File: src/rtl/shift_sequencer_pkg.sv
// Shared types and constants for the shift-register command sequencer.
//   N          : shift register width
//   ADDRWIDTH  : width of the opaque command tag
//   OPW        : width of the register mode select
//   AMTW       : width of the shift-amount field (0..N representable)
//   shift_op_e : register mode-select encoding
//   seq_state_e: sequencer FSM states
//   eff_amount : clamps a requested amount to N, zero for non-shifting ops
package shift_sequencer_pkg;

  localparam int N         = 8;
  localparam int ADDRWIDTH = 8;
  localparam int OPW       = $clog2(N);
  localparam int AMTW      = $clog2(N) + 1;

  typedef enum logic [OPW-1:0] {
    OP_HOLD = 3'd0,
    OP_LOAD = 3'd1,
    OP_SHR  = 3'd2,
    OP_SHL  = 3'd3,
    OP_ROR  = 3'd4,
    OP_ROL  = 3'd5,
    OP_ASR  = 3'd6,
    OP_SLL0 = 3'd7
  } shift_op_e;

  typedef enum logic [2:0] {
    ST_IDLE    = 3'd0,
    ST_LOAD    = 3'd1,
    ST_SHIFT   = 3'd2,
    ST_CAPTURE = 3'd3,
    ST_RESP    = 3'd4
  } seq_state_e;

  // HOLD and LOAD never shift, so they get no shift cycles at all.
  function automatic logic [AMTW-1:0] eff_amount(input shift_op_e op,
                                                 input logic [AMTW-1:0] amt);
    if (op == OP_HOLD || op == OP_LOAD) return '0;
    else if (amt > AMTW'(N))            return AMTW'(N);
    else                                return amt;
  endfunction

endpackage

File: src/rtl/shift_sequencer_amt_counter.sv
// shift_amt_counter: loadable down-counter for the number of shift cycles.
//   Clock, Clear : clock and asynchronous active-low clear
//   load/load_val: synchronous load (has priority over decrement)
//   dec          : decrement by one, saturating at zero
//   cnt          : current count
//   last         : cnt == 1, i.e. the current cycle is the final shift
module shift_amt_counter
  import shift_sequencer_pkg::*;
#(
  parameter int W = AMTW
) (
  input  logic         Clock,
  input  logic         Clear,
  input  logic         load,
  input  logic [W-1:0] load_val,
  input  logic         dec,
  output logic [W-1:0] cnt,
  output logic         last
);

  always_ff @(posedge Clock or negedge Clear) begin
    if (!Clear)                 cnt <= '0;
    else if (load)              cnt <= load_val;
    else if (dec && cnt != '0)  cnt <= cnt - 1'b1;
  end

  assign last = (cnt == W'(1));

endmodule

File: src/rtl/shift_sequencer.sv
// shift_sequencer: command-driven controller for an N-bit mode-select
// shift register. One command at a time: optional parallel load, then
// eff_amt shift cycles, then the register output is captured and returned.
//
// Handshakes: a transfer happens on a rising Clock edge where valid and
// ready are both 1. Once valid is raised, the producer holds it and the
// payload stable until the transfer. cmd_ready is 1 only in IDLE; rsp_valid
// is 1 only in RESP, and rsp_data/rsp_tag are stable throughout RESP.
//
// Ports:
//   Clock, Clear           : clock, asynchronous active-low clear
//   cmd_*                  : command channel (valid/ready + payload)
//   sr_S, sr_D             : mode select and parallel data to the register
//   sr_MSBIn, sr_LSBIn     : serial inputs to the register
//   sr_Q                   : register output
//   rsp_*                  : response channel (valid/ready + data, tag)
//   busy                   : sequencer not in IDLE
//   dbg_state              : current FSM state, for observation
module shift_sequencer
  import shift_sequencer_pkg::*;
#(
  parameter int N         = shift_sequencer_pkg::N,
  parameter int ADDRWIDTH = shift_sequencer_pkg::ADDRWIDTH,
  parameter int AMTW      = $clog2(N) + 1
) (
  input  logic                 Clock,
  input  logic                 Clear,
  input  logic                 cmd_valid,
  output logic                 cmd_ready,
  input  logic [$clog2(N)-1:0] cmd_op,
  input  logic [AMTW-1:0]      cmd_amt,
  input  logic                 cmd_load,
  input  logic [N-1:0]         cmd_data,
  input  logic                 cmd_sin,
  input  logic [ADDRWIDTH-1:0] cmd_tag,
  output logic [$clog2(N)-1:0] sr_S,
  output logic [N-1:0]         sr_D,
  output logic                 sr_MSBIn,
  output logic                 sr_LSBIn,
  input  logic [N-1:0]         sr_Q,
  output logic                 rsp_valid,
  input  logic                 rsp_ready,
  output logic [N-1:0]         rsp_data,
  output logic [ADDRWIDTH-1:0] rsp_tag,
  output logic                 busy,
  output seq_state_e           dbg_state
);

  seq_state_e             state_q, state_d;
  shift_op_e              op_q;
  logic [N-1:0]           data_q;
  logic                   sin_q;
  logic [ADDRWIDTH-1:0]   tag_q;
  logic [AMTW-1:0]        amt_q;
  logic [AMTW-1:0]        eff_in;
  logic                   accept, capture;
  logic                   cnt_load, cnt_last;
  logic [AMTW-1:0]        cnt_val, cnt;

  assign eff_in    = eff_amount(shift_op_e'(cmd_op), cmd_amt);
  assign sr_D      = data_q;
  assign dbg_state = state_q;

  always_ff @(posedge Clock or negedge Clear) begin
    if (!Clear) state_q <= ST_IDLE;
    else        state_q <= state_d;
  end

  always_comb begin
    state_d   = state_q;
    cmd_ready = 1'b0;
    busy      = 1'b1;
    rsp_valid = 1'b0;
    sr_S      = OP_HOLD;
    sr_MSBIn  = 1'b0;
    sr_LSBIn  = 1'b0;
    accept    = 1'b0;
    capture   = 1'b0;
    cnt_load  = 1'b0;
    cnt_val   = amt_q;
    case (state_q)
      ST_IDLE: begin
        cmd_ready = 1'b1;
        busy      = 1'b0;
        if (cmd_valid) begin
          accept = 1'b1;
          if (cmd_load) begin
            state_d = ST_LOAD;
          end else if (eff_in != '0) begin
            state_d  = ST_SHIFT;
            cnt_load = 1'b1;
            cnt_val  = eff_in;
          end else begin
            state_d = ST_CAPTURE;
          end
        end
      end
      ST_LOAD: begin
        sr_S = OP_LOAD;
        if (amt_q != '0) begin
          state_d  = ST_SHIFT;
          cnt_load = 1'b1;
        end else begin
          state_d = ST_CAPTURE;
        end
      end
      ST_SHIFT: begin
        sr_S     = op_q;
        sr_MSBIn = (op_q == OP_SHR) ? sin_q : 1'b0;
        sr_LSBIn = (op_q == OP_SHL) ? sin_q : 1'b0;
        // Leaving on cnt==1 gives exactly eff_amt cycles with sr_S=op.
        if (cnt_last) state_d = ST_CAPTURE;
      end
      ST_CAPTURE: begin
        capture = 1'b1;
        state_d = ST_RESP;
      end
      ST_RESP: begin
        rsp_valid = 1'b1;
        if (rsp_ready) state_d = ST_IDLE;
      end
      default: state_d = ST_IDLE;
    endcase
  end

  shift_amt_counter #(.W(AMTW)) u_cnt (
    .Clock    (Clock),
    .Clear    (Clear),
    .load     (cnt_load),
    .load_val (cnt_val),
    .dec      (state_q == ST_SHIFT),
    .cnt      (cnt),
    .last     (cnt_last)
  );

  always_ff @(posedge Clock or negedge Clear) begin
    if (!Clear) begin
      op_q     <= OP_HOLD;
      data_q   <= '0;
      sin_q    <= 1'b0;
      tag_q    <= '0;
      amt_q    <= '0;
      rsp_data <= '0;
      rsp_tag  <= '0;
    end else begin
      if (accept) begin
        op_q   <= shift_op_e'(cmd_op);
        data_q <= cmd_data;
        sin_q  <= cmd_sin;
        tag_q  <= cmd_tag;
        amt_q  <= eff_in;
      end
      if (capture) begin
        rsp_data <= sr_Q;
        rsp_tag  <= tag_q;
      end
    end
  end

endmodule

File: config.mk
export PLATFORM = sky130hd
export DESIGN_NAME = shift_sequencer
export DESIGN_NICKNAME = d
export VERILOG_FILES = /design/src/rtl/shift_sequencer_pkg.sv /design/src/rtl/shift_sequencer_amt_counter.sv /design/src/rtl/shift_sequencer.sv
export SDC_FILE = /design/constraint.sdc
export NUM_CORES = 1
export LEC_CHECK = 0
export ABC_AREA = 1
export CORE_MARGIN = 2
export CORE_UTILIZATION = 41
export DETAILED_ROUTE_END_ITERATION = 12
export HOLD_SLACK_MARGIN = 0.05
export PLACE_DENSITY = 0.82
export SYNTH_ARGS = -nofsm -noshare
export SYNTH_HDL_FRONTEND = slang
export SYNTH_SLANG_ARGS = --single-unit
File: constraint.sdc
create_clock -name Clock -period 1.3 [get_ports Clock]
set_input_delay 0.26 -clock Clock [delete_from_list [all_inputs] [get_ports Clock]]
set_output_delay 0.26 -clock Clock [all_outputs]
set_load 0.05 [all_outputs]
* Yosys cells after proc, flatten, opt, wreduce, memory -nomap -nowiden
Cells that the tools add are included.
Word-level totals: flip-flop bits (word level) 47, latch bits 0, RAM bits 0, bits in read-only memories 0, input bits 37, memories 0
Operators by class: add/subtract/negate cells 1, multipliers 0, div/mod/pow operators 0, order comparisons 1, equal/unequal tests 11, shift-type cells 0, mux-type cells 31, bitwise gates (word level) 0, reductions and logical operators 9
Operator list (number):
- $mux W4 | 8
- $mux W1 | 16
- $pmux W3 S5 | 1
- $eq A3 B2 Y1 const B | 4
- $reduce_bool A4 Y1 | 3
- $mux W3 | 3
- $eq A3 B1 Y1 const B | 2
- $logic_not A3 Y1 | 2
- $ne A2 B2 Y1 const B | 3
- $pmux W3 S2 | 1
- $eq A4 B1 Y1 const B | 1
- $gt A4 B4 Y1 const B | 1
- $sub A4 B1 Y4 const B | 1
- $eq A3 B3 Y1 const B | 1
- $reduce_and A3 Y1 | 1
- $mux W2 | 1
- $pmux W1 S2 | 1
- $reduce_bool A2 Y1 | 1
- $logic_and A1 B1 Y1 | 1
- $logic_or A1 B1 Y1 | 1

* Logic depth before layout (Yosys ltp)
Gate-level depths: netlist of the first run.
word-level depth 9, depth in mapped cells 9

* Modules after synthesis
A second synthesis of the first run with hierarchy kept.
Second synthesis, totals: cells, all modules 243, area, all modules 2194.6 um^2
By module, submodules not included:
- shift_sequencer | times used 1, cells an instance 206, area each 1913.1 um^2
- shift_amt_counter | times used 1, cells an instance 37, area each 281.5 um^2

* Worst setup path after synthesis of the first run
Ideal clock, no wire load.
path kind reg2reg, from reg state_q[2], in the netlist dbg_state[2], to reg state_q[1], in the netlist dbg_state[1], arrival time 2473 ps, required time 1173 ps, slack -1300 ps, cell stages (with the launch flop) 6, period minus slack after synthesis 2600 ps, cell sequence dfrtp_1 -> inv_1 -> nor3_1 -> nand2_1 -> o211ai_1 -> o21ai_1
On the way: cells in the longest elaborated chain, start to end 3, elaborated cells between the ends (all ways) 10, those cells by class 7 x eq/ne; 1 x mux; 2 x reduce/logical
RTL lines:
- start, declared | line shift_sequencer.sv:49 | seq_state_e state_q, state_d;
- start signal, assigned | line shift_sequencer.sv:66 | else state_q <= state_d;
- $eq A3 B2 Y1, or another cell as far along | line shift_sequencer.sv:81 | case (state_q)
- $ne A2 B2 Y1 (no line)
- $reduce_and A3 Y1 (no line)
Parallel ways exist; a longest one is shown, timed or not. A chain may end at the register's enable or synchronous reset.

* Final worst setup path of the first run
from reg state_q[1], in the netlist dbg_state[1], to out sr_MSBIn
On the way: cells in the longest elaborated chain, start to end 2
RTL lines:
- $eq A3 B2 Y1 | line shift_sequencer.sv:81
- $mux W1 | line shift_sequencer.sv:81
- end, declared | line shift_sequencer.sv:38 | output logic sr_MSBIn,
Every way passes these cells.

==> out/results.ini, run 1 <==
[placement]
pre_cts_slack_ns = -0.4198
place_area_sq_mm = 0.003603
globalplace.congestion = 0.8930
dp_hpwl_um = 4343
dpl.cell_count = 410
port-buffer-count = 71

[power_and_ir_drop]
switching_share_pct = 44.79
p_int_mw = 5.977
vdd_drop_max_v = 0.001731
power_density_mw_per_mm2 = 2861
p_sw_mw = 4.849
comb_power_share_pct = 65.7
clock_power_share_pct = 8.5
p_seq_share_pct = 25.8
p_leak_nw = 1.829

[timing]
skew_ns = 0.003910
rsz0062_at_grt = true
drv_slew = 0
post-route-period-util_pct = 134.3
worst_slack_ns = -0.4465
worstMarginPinSlew_ns = 0.2524
slew-limit-headroom_pct = 83.16
setup-violations-final = 51
fin_crit_ns = 1.747
tns_ns = -8.756
finalHoldViolCount = 0
fmax_mhz = 572.6

[floorplan]
die_y_um = 77.37
dieArea_sq_mm = 0.005986
num_rows = 26
pin_count = 72
die_x_um = 77.37
start_util_pct = 42.94
coreArea_sq_mm = 0.005140

[critical_path]
end_kind = output port
path_cells = inv_4 -> nor3_4 -> inv_2 -> nor3_4 -> buf_12
worstSetupPathType = reg2out
cpMostUsedCell = nor3_4
critPathMaxStageDelay_ns = 0.46
critPathSlowestCell = dfrtp_4
crit_arrival_ns = 1.49
cp-start-kind = flop
cp_data_required_time_ns = 1.04
path_max_fanout = 3

[flow_run]
maxCapViolations = 0

[clocking]
cts_root_buffer = clkbuf_8
insertion_delay_ns = 0.30
cts_tree = built
cts.clk_slew.worst_paths_ns = 0.08
cts_max_path_buffers = 2
numClockSinks = 47
numCtsBuffers = 5
cts_max_level = 2

[logic_synthesis]
netlist_area_sq_mm = 0.002207
synth.most_common_cell = nand2_1
ys_ff_latch = 47
yosys.area.top_type = dfrtp_1
synthCells = 248
synthTopCellsByArea = dfrtp_1, nand2_1, inv_1
synth_top_area_share_pct = 53.29
synth_commonest_cells = nand2_1, dfrtp_1, inv_1
syn_avg_cell_area_sq_um = 8.900
ys_warn_count = 0
yosys.cell_types.count = 30
synth-edff-count = 0
synthArstFlopShare_pct = 100.0
synth_nets = 287
synth_ff_type = dfrtp_1
yosysSeqAreaShare_pct = 53.29

[final_layout]
drive_above_1_share_pct = 31.09
insertedDiodeCount = 0
area_delta_synth_final_pct = 71.43
stdcell_area_sq_mm = 0.003784
finalNonFillerCells = 427
post-route-util_pct = 73.61
nets = 395

[route]
routed_wl_um = 5731
firstDrtPassIters = 6
drt_iter0_drc = 79
drt-met1-wl_um = 2125
ant_nets = 0
detail_route.wl_per_cell_um = 13.42
highest_layer = met4
wl_met2_um = 3120
met3RoutedLength_um = 356
drcViolationCount = 0
via_per_inst = 4.820
vias = 2058

[global_routing]
grt_max_degree = 48
grt_pass1_wl_um = 9811
grt_pass1_vias = 2188
antenna_found_initial = 0
gr-total-overflow = 0
grt_usage_pct = 20.52

[worst_hold_path]
min-delay-path-class = in2async

[status]
status = finished, violations left
violations = negative setup slack

## worst paths after layout
path	start	end	slack, ns	cells after the start
max in group asynchronous	Clear	dbg_state[1]$_DFFE_PN0P_	0.58	3
worst min register to register	u_cnt.cnt[1]$_DFFE_PN0P_	u_cnt.cnt[1]$_DFFE_PN0P_	0.49	2
min in group Clock	u_cnt.cnt[1]$_DFFE_PN0P_	u_cnt.cnt[1]$_DFFE_PN0P_	0.49	2
worst max-delay path	dbg_state[1]$_DFFE_PN0P_	sr_MSBIn	-0.45	5
worst max register to register	dbg_state[2]$_DFFE_PN0P_	u_cnt.cnt[0]$_DFFE_PN0P_	-0.24	8
worst min-delay path	Clear	tag_q[3]$_DFFE_PN0P_	0.49	3
## cell families (layout without fill, tap and decap cells)
kind of cell / count (synthesis) / after routing / share of synthesized area [%]
mux: 8 / 8 / 4.592
simple gates: 122 / 122 / 25.91
xor+xnor: 2 / 2 / 0.7938
compound gates: 30 / 30 / 7.313
buf+inv: 37 / 146 / 6.972
fa+ha+maj: 2 / 2 / 1.134
flops: 47 / 47 / 53.29
## power groups by stage
| stage | sequential, mW | combinational, mW | clock, mW |
|---|---|---|---|
| global route | 2.88 | 7.55 | 1.01 |
| floorplan | 3.95 | 2.34 | 0 |
| detailed placement | 2.80 | 6.95 | 0 |
| CTS | 2.78 | 7.07 | 0.934 |
| global placement | 2.75 | 6.76 | 0 |
| finish | 2.79 | 7.11 | 0.921 |
## worst max-delay path: cells and delay by family (launching register included)
kind	cells	cell delay, ns
and+or+nand+nor	2	0.40
buffers and inverters	3	0.32
DFF	1	0.46
## routing by layer
metal | GRT usage (%) | up-vias
li1 | - | 995
met1 | 22.72 | 976
met2 | 37.57 | 75
met3 | 5.116 | 12
met4 | 8.036 | 0
met5 | 0 | -
## placed cells by master, fill, tap and decap left out, drive strengths merged, types with 2 or more instances in the layout
cell type	netlist	layout
clkdlybuf4s50	0	35
nand2	92	92
buf	5	71
nor3	3	3
nor2	14	14
mux2	8	8
clkbuf	1	7
o21ai	24	24
inv	31	30
nand3	12	12
o211ai	4	4
ha	2	2
dfrtp	47	47
## final cells by class
type,instances,area (sq um)
Timing Repair Buffer,107,1361
Fill cell,365,1356
Sequential cell,47,1182
Multi-Input combinational cell,164,934.6
Inverter,31,122.6
Tap cell,70,87.58
Clock buffer,7,86.33
Clock inverter,1,8.758
## sequential cells by signal, indices dropped and copies added, names as in the netlist
name and flops:
rsp_data 8, rsp_tag 8, sr_D 8, tag_q 8, amt_q 4, u_cnt.cnt 4, dbg_state 3, op_q 3
sin_q 1
## through the flow
step           hold WS (ns)  power, mW
5_1_grt              0.5229      11.43
3_5_place_dp         0.2578      9.743
3_3_place_gp         0.2588      9.510
2_1_floorplan      -0.03559      6.297
6_report             0.4877      10.83
4_1_cts              0.4647      10.79
## repair_timing
| item | 4_1_cts | 5_1_grt |
|---|---|---|
| endpoints found under the setup margin | 57 | 58 |
| resized for setup | 3 | 1 |
| pin swaps | 1 | 0 |
| hold buffers | 1 | 0 |
| hold endpoints to repair | 47 | 0 |
| buffers inserted | 2 | 6 |
| cloned | 0 | 0 |
Power figures use the tool's default switching activity.
==> inputs of run 2 (changes only) <==
--- a/config.mk
+++ b/config.mk
@@ -6,7 +6,6 @@
 export NUM_CORES = 1
 export LEC_CHECK = 0
 export ABC_AREA = 1
-export CORE_MARGIN = 2
 export CORE_UTILIZATION = 41
 export DETAILED_ROUTE_END_ITERATION = 12
 export HOLD_SLACK_MARGIN = 0.05
==> run 2 against run 1 <==
  * The run still ends with negative setup slack left
  * Count of clock-buffer cells in the layout shrank 1
  * Power shrank 0.67%
  * Global-route usage grew 1.1 points
  * Combinational power is essentially flat
  * Register-to-register slack is essentially flat
  * Die area shrank 5.1%
  * Highest routed layer unchanged
  * First-iteration DRC count grew 7.6%
  * Routed wire length shrank 6.2%
  * Via count shrank 2.6%
  * Critical path type unchanged
==> out/results.ini, run 2 (same netlist as run 1, synthesis figures left out) <==
[floorplan]
die_y_um = 75.37  ; -2.6%
dieArea_sq_mm = 0.005681  ; -5.1%
start_util_pct = 42.94  ; unchanged
pin_count = 72  ; unchanged
die_x_um = 75.37  ; -2.6%
num_rows = 26  ; unchanged
coreArea_sq_mm = 0.005140  ; unchanged

[clocking]
cts_root_buffer = clkbuf_8
insertion_delay_ns = 0.31  ; about the same
numClockSinks = 47  ; unchanged
cts_tree = built
cts.clk_slew.worst_paths_ns = 0.09  ; about the same
numCtsBuffers = 5  ; unchanged
cts_max_path_buffers = 2  ; unchanged
cts_max_level = 2  ; unchanged

[global_routing]
grt_max_degree = 36  ; -25%
antenna_found_initial = 0  ; unchanged
grt_pass1_wl_um = 8976  ; -8.5%
grt_pass1_vias = 2008  ; -8.2%
grt_usage_pct = 21.60  ; +1.1 points
gr-total-overflow = 0  ; unchanged

[placement]
pre_cts_slack_ns = -0.4153  ; +0.004518 ns
dp_hpwl_um = 4144  ; -4.6%
globalplace.congestion = 0.8582  ; -3.9%
port-buffer-count = 71  ; unchanged

[route]
firstDrtPassIters = 4  ; -2
detail_route.wl_per_cell_um = 12.65  ; -5.7%
drt_iter0_drc = 85  ; +7.6%
ant_nets = 0  ; unchanged
drcViolationCount = 0  ; unchanged
vias = 2004  ; -2.6%
routed_wl_um = 5378  ; -6.2%
via_per_inst = 4.715  ; -2.2%

[power_and_ir_drop]
power_density_mw_per_mm2 = 2863  ; about the same
p_leak_nw = 1.814  ; -0.83%
vdd_drop_max_v = 0.001391  ; -20%

[final_layout]
insertedDiodeCount = 0  ; unchanged
drive_above_1_share_pct = 31.27  ; +0.18 points
final_common_cell = nand2_1
fillers = 365  ; unchanged
multi_input_area_sq_um = 940.9  ; +0.67%
post-route-util_pct = 73.08  ; -0.54 points
mostFrequentLayoutCells = nand2_1, dfrtp_1, buf_12, clkdlybuf4s50_1, buf_4
nets = 393  ; -0.51%
layout.area.seq_sq_mm = 0.001182  ; unchanged
area_delta_synth_final_pct = 70.18

[timing]
fin_crit_ns = 1.749  ; +0.002800 ns
rsz0062_at_grt = true
worstMarginPinSlew_ns = 0.3221  ; +0.06971 ns
setup-violations-final = 48  ; -5.9%
worst_slack_ns = -0.4493  ; -0.002800 ns
slew-limit-headroom_pct = 78.53  ; -4.6 points
fin_hold_ws_ns = 0.3739  ; -0.1138 ns
skew_ns = 0.006292  ; +0.002382 ns
finalHoldViolCount = 0  ; unchanged
drv_slew = 0  ; unchanged
tns_ns = -8.720  ; +0.03539 ns
fmax_mhz = 571.7  ; -0.16%
post-route-period-util_pct = 134.6  ; +0.22 points

[critical_path]
reg2reg_slack_ns = -0.24  ; about the same
worstSetupPathType = reg2out
end_kind = output port
crit_arrival_ns = 1.49  ; about the same
rr_startpoint = dbg_state[2]$_DFFE_PN0P_
path_max_fanout = 4  ; +1
r2r-end = op_q[1]$_DFFE_PN0P_
cp-start-kind = flop
reg2reg_depth = 7  ; -1
cp_data_required_time_ns = 1.04  ; about the same

[flow_run]
maxCapViolations = 0  ; unchanged

[worst_hold_path]
min-delay-path-class = in2async

[status]
status = finished, violations left
violations = negative setup slack

==> run 2: layout make-up <==
type | instances | share of cell area, %
Inverter | 31 | 3.265
Tap cell | 70 | 2.332
Multi-Input combinational cell | 164 | 25.05
Timing Repair Buffer | 105 | 35.61
Sequential cell | 47 | 31.48
Clock buffer | 6 | 1.932
Clock inverter | 2 | 0.3331
==> run 2: worst max path at each step <==
stage / cells after the start / start / to / slack (ns)
detailed placement: 10 / cmd_op[1] / u_cnt.cnt[1]$_DFFE_PN0P_ / -0.42
global route: 5 / dbg_state[1]$_DFFE_PN0P_ / sr_MSBIn / -0.51
CTS: 4 / dbg_state[2]$_DFFE_PN0P_ / sr_MSBIn / -0.45
finish: 4 / dbg_state[2]$_DFFE_PN0P_ / sr_MSBIn / -0.45
global placement: 10 / cmd_op[1] / u_cnt.cnt[1]$_DFFE_PN0P_ / -0.36
floorplan: 3 / dbg_state[0]$_DFFE_PN0P_ / sr_MSBIn / -0.48
==> run 2: critical path, cell delays in order (launching register included) <==
cell	delay, ns
dfrtp_2	0.44
nor3_4	0.24
inv_2	0.10
nor3_4	0.23
buf_12	0.16
==> run 2: report_power, final <==
group / internal (mW) / leakage, nW / switching, mW
registers: 2.18 / 0.577 / 0.613
logic: 3.36 / 1.20 / 3.74
clock network: 0.376 / 0.0412 / 0.490
total: 5.91 / 1.81 / 4.84
==> run 2: what timing repair did <==
| item | in CTS | in global routing |
|---|---|---|
| cloned | 0 | 0 |
| setup buffers | 3 | 3 |
| resized for setup | 3 | 4 |
| pin swaps | 0 | 1 |
| hold buffers | 1 | 0 |
| setup endpoints to repair | 51 | 57 |
| endpoints found under the hold margin | 12 | 0 |
==> run 2: per-layer routing <==
metal,up-vias,track usage (%),part of all wire [%]
li1,989,-,-
met4,0,9.053,2.4
met5,-,0,0
met2,53,37.40,52
met1,949,24.57,40
met3,13,7.143,5.8
==> run 2: per-stage QoR <==
| stage | std cells | cell area, sq um | total power, mW |
|---|---|---|---|
| 3_5_place_dp | 410 | 3591 | 9.664 |
| 3_3_place_gp | 410 | 3591 | 9.462 |
| 2_1_floorplan | 248 | 2270 | 6.297 |
| 5_1_grt | 425 | 3756 | 11.41 |
| 6_report | 425 | 3756 | 10.75 |
| 4_1_cts | 422 | 3721 | 10.68 |
==> inputs of run 3 (changes only) <==
--- a/config.mk
+++ b/config.mk
@@ -6,6 +6,7 @@
 export NUM_CORES = 1
 export LEC_CHECK = 0
 export ABC_AREA = 1
+export CAP_MARGIN = 40
 export CORE_UTILIZATION = 41
 export DETAILED_ROUTE_END_ITERATION = 12
 export HOLD_SLACK_MARGIN = 0.05
==> results of run 3 <==
Final layout, timing and power as in run 2 (identical DEF).
